===== src/rtl/mult_div_if.sv =====
// mult_div_if: request/result bundle for mult_div_unit; master drives start/op/a/b/hi_we/lo_we/wdata, slave returns hi/lo/busy/done/div_by_zero
interface mult_div_if;
  logic        start;
  logic [1:0]  op;
  logic [31:0] a;
  logic [31:0] b;
  logic        hi_we;
  logic        lo_we;
  logic [31:0] wdata;
  logic [31:0] hi;
  logic [31:0] lo;
  logic        busy;
  logic        done;
  logic        div_by_zero;
  modport master (output start, op, a, b, hi_we, lo_we, wdata, input hi, lo, busy, done, div_by_zero);
  modport slave (input start, op, a, b, hi_we, lo_we, wdata, output hi, lo, busy, done, div_by_zero);
endinterface


===== src/rtl/mult_div_unit.sv =====
// mult_div_unit: 34-cycle iterative MULT/MULTU/DIV/DIVU with HI/LO registers; ports clk, rst_n (async active-low), bus (mult_div_if.slave: start/op/a/b/hi_we/lo_we/wdata in, hi/lo/busy/done/div_by_zero out)
module mult_div_unit (
  input logic       clk,
  input logic       rst_n,
  mult_div_if.slave bus
);
  typedef enum logic [1:0] {IDLE, PREP, ITER, FIX} state_t;
  state_t state, state_nx;
  logic [1:0] op_r;
  logic [31:0] a_r, b_r, acc, q, dvs, hi_r, lo_r, mag_a, mag_b, diff, hi_fx, lo_fx;
  logic [5:0] cnt;
  logic neg_q, neg_r, dz, done_r, dbz_r, is_div, sgn, ge;
  logic [32:0] sum, shl;
  logic [63:0] prod;
  assign is_div = op_r[1];
  assign sgn = ~op_r[0];
  assign mag_a = sgn & a_r[31] ? -a_r : a_r;
  assign mag_b = sgn & b_r[31] ? -b_r : b_r;
  // multiply: acc:q holds the partial product, q[0] is the current multiplier bit
  assign sum = {1'b0, acc} + (q[0] ? {1'b0, dvs} : 33'd0);
  // divide: acc is the running remainder, q shifts dividend bits out and quotient bits in
  assign shl = {acc, q[31]};
  assign ge = shl >= {1'b0, dvs};
  assign diff = shl[31:0] - dvs;
  assign prod = neg_q ? -{acc, q} : {acc, q};
  assign hi_fx = is_div ? (dz ? a_r : (neg_r ? -acc : acc)) : prod[63:32];
  assign lo_fx = is_div ? (dz ? 32'hffffffff : (neg_q ? -q : q)) : prod[31:0];
  assign bus.hi = hi_r;
  assign bus.lo = lo_r;
  assign bus.busy = state != IDLE;
  assign bus.done = done_r;
  assign bus.div_by_zero = dbz_r;
  always_ff @(posedge clk or negedge rst_n) begin
    if (!rst_n) state <= IDLE;
    else state <= state_nx;
  end
  always_comb begin
    state_nx = state == IDLE ? (bus.start ? PREP : IDLE) :
               state == PREP ? ITER :
               state == ITER ? (cnt == 6'd31 ? FIX : ITER) : IDLE;
  end
  always_ff @(posedge clk or negedge rst_n) begin
    if (!rst_n) begin
      op_r <= '0;
      a_r <= '0;
      b_r <= '0;
      acc <= '0;
      q <= '0;
      dvs <= '0;
      cnt <= '0;
      neg_q <= 1'b0;
      neg_r <= 1'b0;
      dz <= 1'b0;
      hi_r <= '0;
      lo_r <= '0;
      done_r <= 1'b0;
      dbz_r <= 1'b0;
    end else begin
      done_r <= state == FIX;
      dbz_r <= state == FIX && dz;
      case (state)
        IDLE: begin
          if (bus.start) begin
            op_r <= bus.op;
            a_r <= bus.a;
            b_r <= bus.b;
          end else begin
            if (bus.hi_we) hi_r <= bus.wdata;
            if (bus.lo_we) lo_r <= bus.wdata;
          end
        end
        PREP: begin
          acc <= '0;
          cnt <= '0;
          q <= is_div ? mag_a : mag_b;
          dvs <= is_div ? mag_b : mag_a;
          neg_q <= sgn & (a_r[31] ^ b_r[31]);
          neg_r <= sgn & is_div & a_r[31];
          dz <= is_div && b_r == 32'd0;
        end
        ITER: begin
          cnt <= cnt + 6'd1;
          if (is_div) begin
            acc <= ge ? diff : shl[31:0];
            q <= {q[30:0], ge};
          end else begin
            acc <= sum[32:1];
            q <= {sum[0], q[31:1]};
          end
        end
        default: begin
          hi_r <= hi_fx;
          lo_r <= lo_fx;
        end
      endcase
    end
  end
endmodule


===== src/flat_wrapper.sv =====
// flat-port wrapper written by rule: the top's interface ports become plain ports
module mult_div_unit_flat 
  (clk, rst_n, bus_start, bus_op, bus_a, bus_b, bus_hi_we, bus_lo_we, bus_wdata, bus_hi, bus_lo, bus_busy, bus_done, bus_div_by_zero);
  mult_div_if bus_i ();
  input logic clk;
  input logic rst_n;
  input wire logic [$bits(bus_i.start)-1:0] bus_start;
  input wire logic [$bits(bus_i.op)-1:0] bus_op;
  input wire logic [$bits(bus_i.a)-1:0] bus_a;
  input wire logic [$bits(bus_i.b)-1:0] bus_b;
  input wire logic [$bits(bus_i.hi_we)-1:0] bus_hi_we;
  input wire logic [$bits(bus_i.lo_we)-1:0] bus_lo_we;
  input wire logic [$bits(bus_i.wdata)-1:0] bus_wdata;
  output wire logic [$bits(bus_i.hi)-1:0] bus_hi;
  output wire logic [$bits(bus_i.lo)-1:0] bus_lo;
  output wire logic [$bits(bus_i.busy)-1:0] bus_busy;
  output wire logic [$bits(bus_i.done)-1:0] bus_done;
  output wire logic [$bits(bus_i.div_by_zero)-1:0] bus_div_by_zero;
  assign bus_i.start = bus_start;
  assign bus_i.op = bus_op;
  assign bus_i.a = bus_a;
  assign bus_i.b = bus_b;
  assign bus_i.hi_we = bus_hi_we;
  assign bus_i.lo_we = bus_lo_we;
  assign bus_i.wdata = bus_wdata;
  assign bus_hi = bus_i.hi;
  assign bus_lo = bus_i.lo;
  assign bus_busy = bus_i.busy;
  assign bus_done = bus_i.done;
  assign bus_div_by_zero = bus_i.div_by_zero;
  mult_div_unit u_core (.clk(clk), .rst_n(rst_n), .bus(bus_i));
endmodule

===== config.mk =====
export PLATFORM = sky130hd
export DESIGN_NAME = mult_div_unit_flat
export DESIGN_NICKNAME = d
export VERILOG_FILES = /design/src/rtl/mult_div_if.sv /design/src/rtl/mult_div_unit.sv /design/src/flat_wrapper.sv
export SDC_FILE = /design/constraint.sdc
export NUM_CORES = 1
export LEC_CHECK = 0
export BUFFER_PORTS_ARGS = -buffer_cell sky130_fd_sc_hd__buf_2
export CORE_MARGIN = 4
export CORE_UTILIZATION = 61
export CTS_CLUSTER_DIAMETER = 50
export DETAILED_ROUTE_END_ITERATION = 12
export MAX_ROUTING_LAYER = met4
export PLACE_DENSITY = 0.82
export SLEW_MARGIN = 20
export SYNTH_ARGS = -nofsm -noshare
export SYNTH_HDL_FRONTEND = slang
export SYNTH_SLANG_ARGS = --single-unit

===== constraint.sdc =====
create_clock -name clk -period 4.05 [get_ports clk]
set_input_delay 0.81 -clock clk [delete_from_list [all_inputs] [get_ports clk]]
set_output_delay 0.81 -clock clk [all_outputs]
set_load 0.1 [all_outputs]

==> reports/metrics.csv <==
stage,metric,value,unit
die,start_util,62.5,%
routing,via_count,19100,
logic_synthesis,ys_seq_elements,239,
worst_setup_path,crit_path_end_kind,register,
global_routing,grt_pass1_wl,106000,um
worst_setup_path,crit_type,reg2reg,
global_routing,grt.total_usage,42.0,%
routing,drt.antenna.violating_nets,0,
logic_synthesis,synth_edf_count,0,
worst_setup_path,path_cells,"inv_1, nor2_1, ha_1, o211ai_1, o21ai_0, o21ai_0, o21ai_0, a311oi_1, buf_4, o31ai_1, mux2_2, o32ai_1",
logic_synthesis,syn-num-nets,2419,
timing,finalCritPeriodShare,96.2,%
placed_design,dp_hpwl,53600,um
timing,fin_setup_tns,0,ns
logic_synthesis,yosys.area_share.simple,16.9,%
worst_setup_path,arrival,4.32,ns
logic_synthesis,ys_seq_area_share,32.1,%
routing,routed_wl,71100,um
logic_synthesis,synth_top_family_by_area,compound AO/OA/AOI/OAI gates,
worst_setup_path,critPathBufInv,2,
routing,vias_per_cell,6.91,
worst_setup_path,path_max_fanout,13,
logic_synthesis,synthCells,2241,
final_layout,fill_cells,2360,
global_routing,grt_pass1_vias,17600,
die,fp.dieH,183,um
routing,drtIter0Drc,3013,
routing,drc,0,
global_routing,grt_max_degree,93,
clock_network,htreeDepth,2,
logic_synthesis,synth_compound_area_share,23.3,%
job,cap_violations,0,
clock_network,hold_buffers,0,
worst_setup_path,cpMostUsedCell,o21ai_0,
clock_network,cts.clk_slew.worst_paths,0.06,ns
final_layout,multi_input_area,0.0118,mm2
timing,fmax,257,MHz
logic_synthesis,synth_area_per_cell,8.33,um2
logic_synthesis,synth.distinct_cells,77,
logic_synthesis,ys.flop_type,dfrtp_1,
logic_synthesis,yosysWarnings,0,
routing,first_pass_iters,6,
clock_network,cts_tree,built,
final_layout,fin_nets,2536,
clock_network,cts.path.max_buffers,3,
worst_setup_path,crit_slowest_cell,o21ai_0,
timing,drv_slew,0,
worst_setup_path,cp.required,4.47,ns
placed_design,place_congestion,1.05,
timing,relSlewSlack,30.5,%
die,core.rowCount,63,
timing,tightest_slew,1.04,ns
routing,avgRoutedWirePerCell,25.6,um
worst_setup_path,cpPeakStageDelay,0.47,ns
final_layout,antenna-diode-count,0,
logic_synthesis,synth_xor_area_share,8.96,%
timing,finClkSkew,0.0259,ns
die,fp.dieW,183,um
run_status,outcome,"finished, final reports clean",
clock_network,clock_insertion_delay_worst_skew,0.54,ns
clock_network,cts_made_buffers,35,
timing,rsz0062_at_grt,no,
die,ioPinCount,170,
logic_synthesis,synth_area,0.0187,mm2
clock_network,cts_resized,0,
logic_synthesis,synthMuxAreaShare,8.92,%
final_layout,final_util,71.0,%
global_routing,grt_antenna_before_repair,0,
timing,fin_crit,3.90,ns
die,core,0.0299,mm2
final_layout,drive_gt1_share,18.1,%
logic_synthesis,synth_fa_ha_area_share,5.11,%
die,dieArea,0.0335,mm2
placed_design,portBuffers,169,
worst_setup_path,critPathLaunchType,register,
logic_synthesis,postSynth.asyncResetShare,100,%
clock_network,clock_sinks,239,
timing,hold_viol,0,
timing,holdWs,0.288,ns
min_path,min_path_type,in2async,
final_layout,seqCellArea,0.00598,mm2
worst_setup_path,critical_path.top_delay_family,compound AO/OA/AOI/OAI gates,
global_routing,overflow,0,
clock_network,post-cts-setup-buffers,0,
clock_network,clock-root-buffer,clkbuf_16,
final_layout,syn2layout_area_growth,13.7,%
timing,timing.final.setup_violations,0,
## synth_stat cells (19+ instances only)
cell	instances	area, um2
dfrtp_1	239	5980
nand2_1	237	890
o21ai_0	196	981
nor2_1	186	698
clkbuf_1	144	541
a21oi_1	142	711
xnor2_1	98	858
mux2_2	93	1050
xor2_1	93	815
inv_1	75	282
ha_1	73	913
nand3_1	44	220
mux2i_1	40	400
a21o_1	37	278
o211ai_1	37	278
o22ai_1	36	225
nor3_1	31	155
or3_1	31	194
a31oi_1	29	181
o31ai_1	27	203
a211oi_1	25	188
nand2b_1	20	125
nand4_1	20	125
a221oi_1	19	166
o21a_1	19	143
## registers in the layout, summed over array words and instances, names as in the netlist, 2 cells and up
signal         flops
u_core.a_r        32
u_core.bus.hi     32
u_core.op_r        2
u_core.dvs        32
u_core.state       2
u_core.acc        32
u_core.q          32
u_core.bus.lo     32
u_core.cnt         6
u_core.b_r        32
## cell type report
cell class / instances / area share (%)
multi-input cells: 1764 / 55.7
flip-flops and latches: 239 / 28.2
repair buffers: 239 / 6.80
clock buffers: 42 / 4.44
well taps: 390 / 2.30
inverters: 79 / 1.40
clock inverters: 18 / 1.12
## through the flow
stage | cell area [um2] | cells | setup WS (ns)
final | 21200 | 2771 | 0.152
after global routing | 21200 | 2771 | 0.0681
after CTS | 21200 | 2771 | 0.350
after detailed placement | 20000 | 2711 | 0.384
after global placement | 20000 | 2711 | 0.468
after floorplan | 18700 | 2241 | 0.778
## worst register-to-register path, stage by stage, from the launching register on
cell and delay (ns):
dfrtp_1 0.43, inv_1 0.45, nor2_1 0.10, ha_1 0.37, o211ai_1 0.11, o21ai_0 0.47
o21ai_0 0.25, o21ai_0 0.35, a311oi_1 0.19, buf_4 0.20, o31ai_1 0.25, mux2_2 0.36
o32ai_1 0.26
## worst paths after layout
| path | from | end | slack [ns] | cells past startpoint |
|---|---|---|---|---|
| worst max-delay path | u_core.q[0] | u_core.acc[28] | 0.15 | 12 |
| worst max register to register | u_core.q[0] | u_core.acc[28] | 0.15 | 12 |
| max in group asynchronous | rst_n | u_core.op_r[1] | 2.82 | 2 |
| min in group clk | u_core.bus.lo[11] | u_core.bus.lo[11] | 0.47 | 2 |
| worst min register to register | u_core.bus.lo[11] | u_core.bus.lo[11] | 0.47 | 2 |
| worst min-delay path | rst_n | u_core.acc[27] | 0.29 | 1 |
## layer usage
metal	GRT usage [%]	vias to the layer above	share of wire (%)
li1	-	8356	-
met1	59.0	9010	39
met2	58.7	1500	41
met3	9.32	280	14
met4	18.0	0	5.8
met5	-	-	0
## layout by cell type (no fill, tap or decap), types with 10 or more instances in the layout
cell       count
nor3b_1       10
buf_4         65
a211oi_1      25
inv_1         75
nand2_1      236
nor4_1        15
xor2_1        93
o21ai_0      196
mux2i_1       40
a21oi_1      141
o211ai_1      37
dfrtp_1      238
nand4_1       20
nor3_1        31
a221oi_1      19
or4_1         18
nor2_1       186
mux2_2        93
nand3_1       44
xnor2_1       98
or3_1         31
o221ai_1      11
o31ai_1       27
buf_2        168
o41ai_1       16
a21o_1        37
ha_1          71
nor2b_1       13
a31oi_1       29
and3_1        14
o22ai_1       36
nand2b_1      20
clkbuf_16     35
o21a_1        19
## cells by family (layout without fill, tap and decap cells)
| group | count (synthesis) | count (layout) |
|---|---|---|
| adders and majority gates | 75 | 75 |
| AOI/OAI and AO/OA | 682 | 682 |
| xor gates and xnor gates | 191 | 191 |
| buffers and inverters | 238 | 378 |
| DFF | 239 | 239 |
| and+or+nand+nor | 673 | 673 |
| muxes | 143 | 143 |
Power is not shown: default switching activity piles up to over one toggle a cycle in this logic, so the estimate is an artifact.
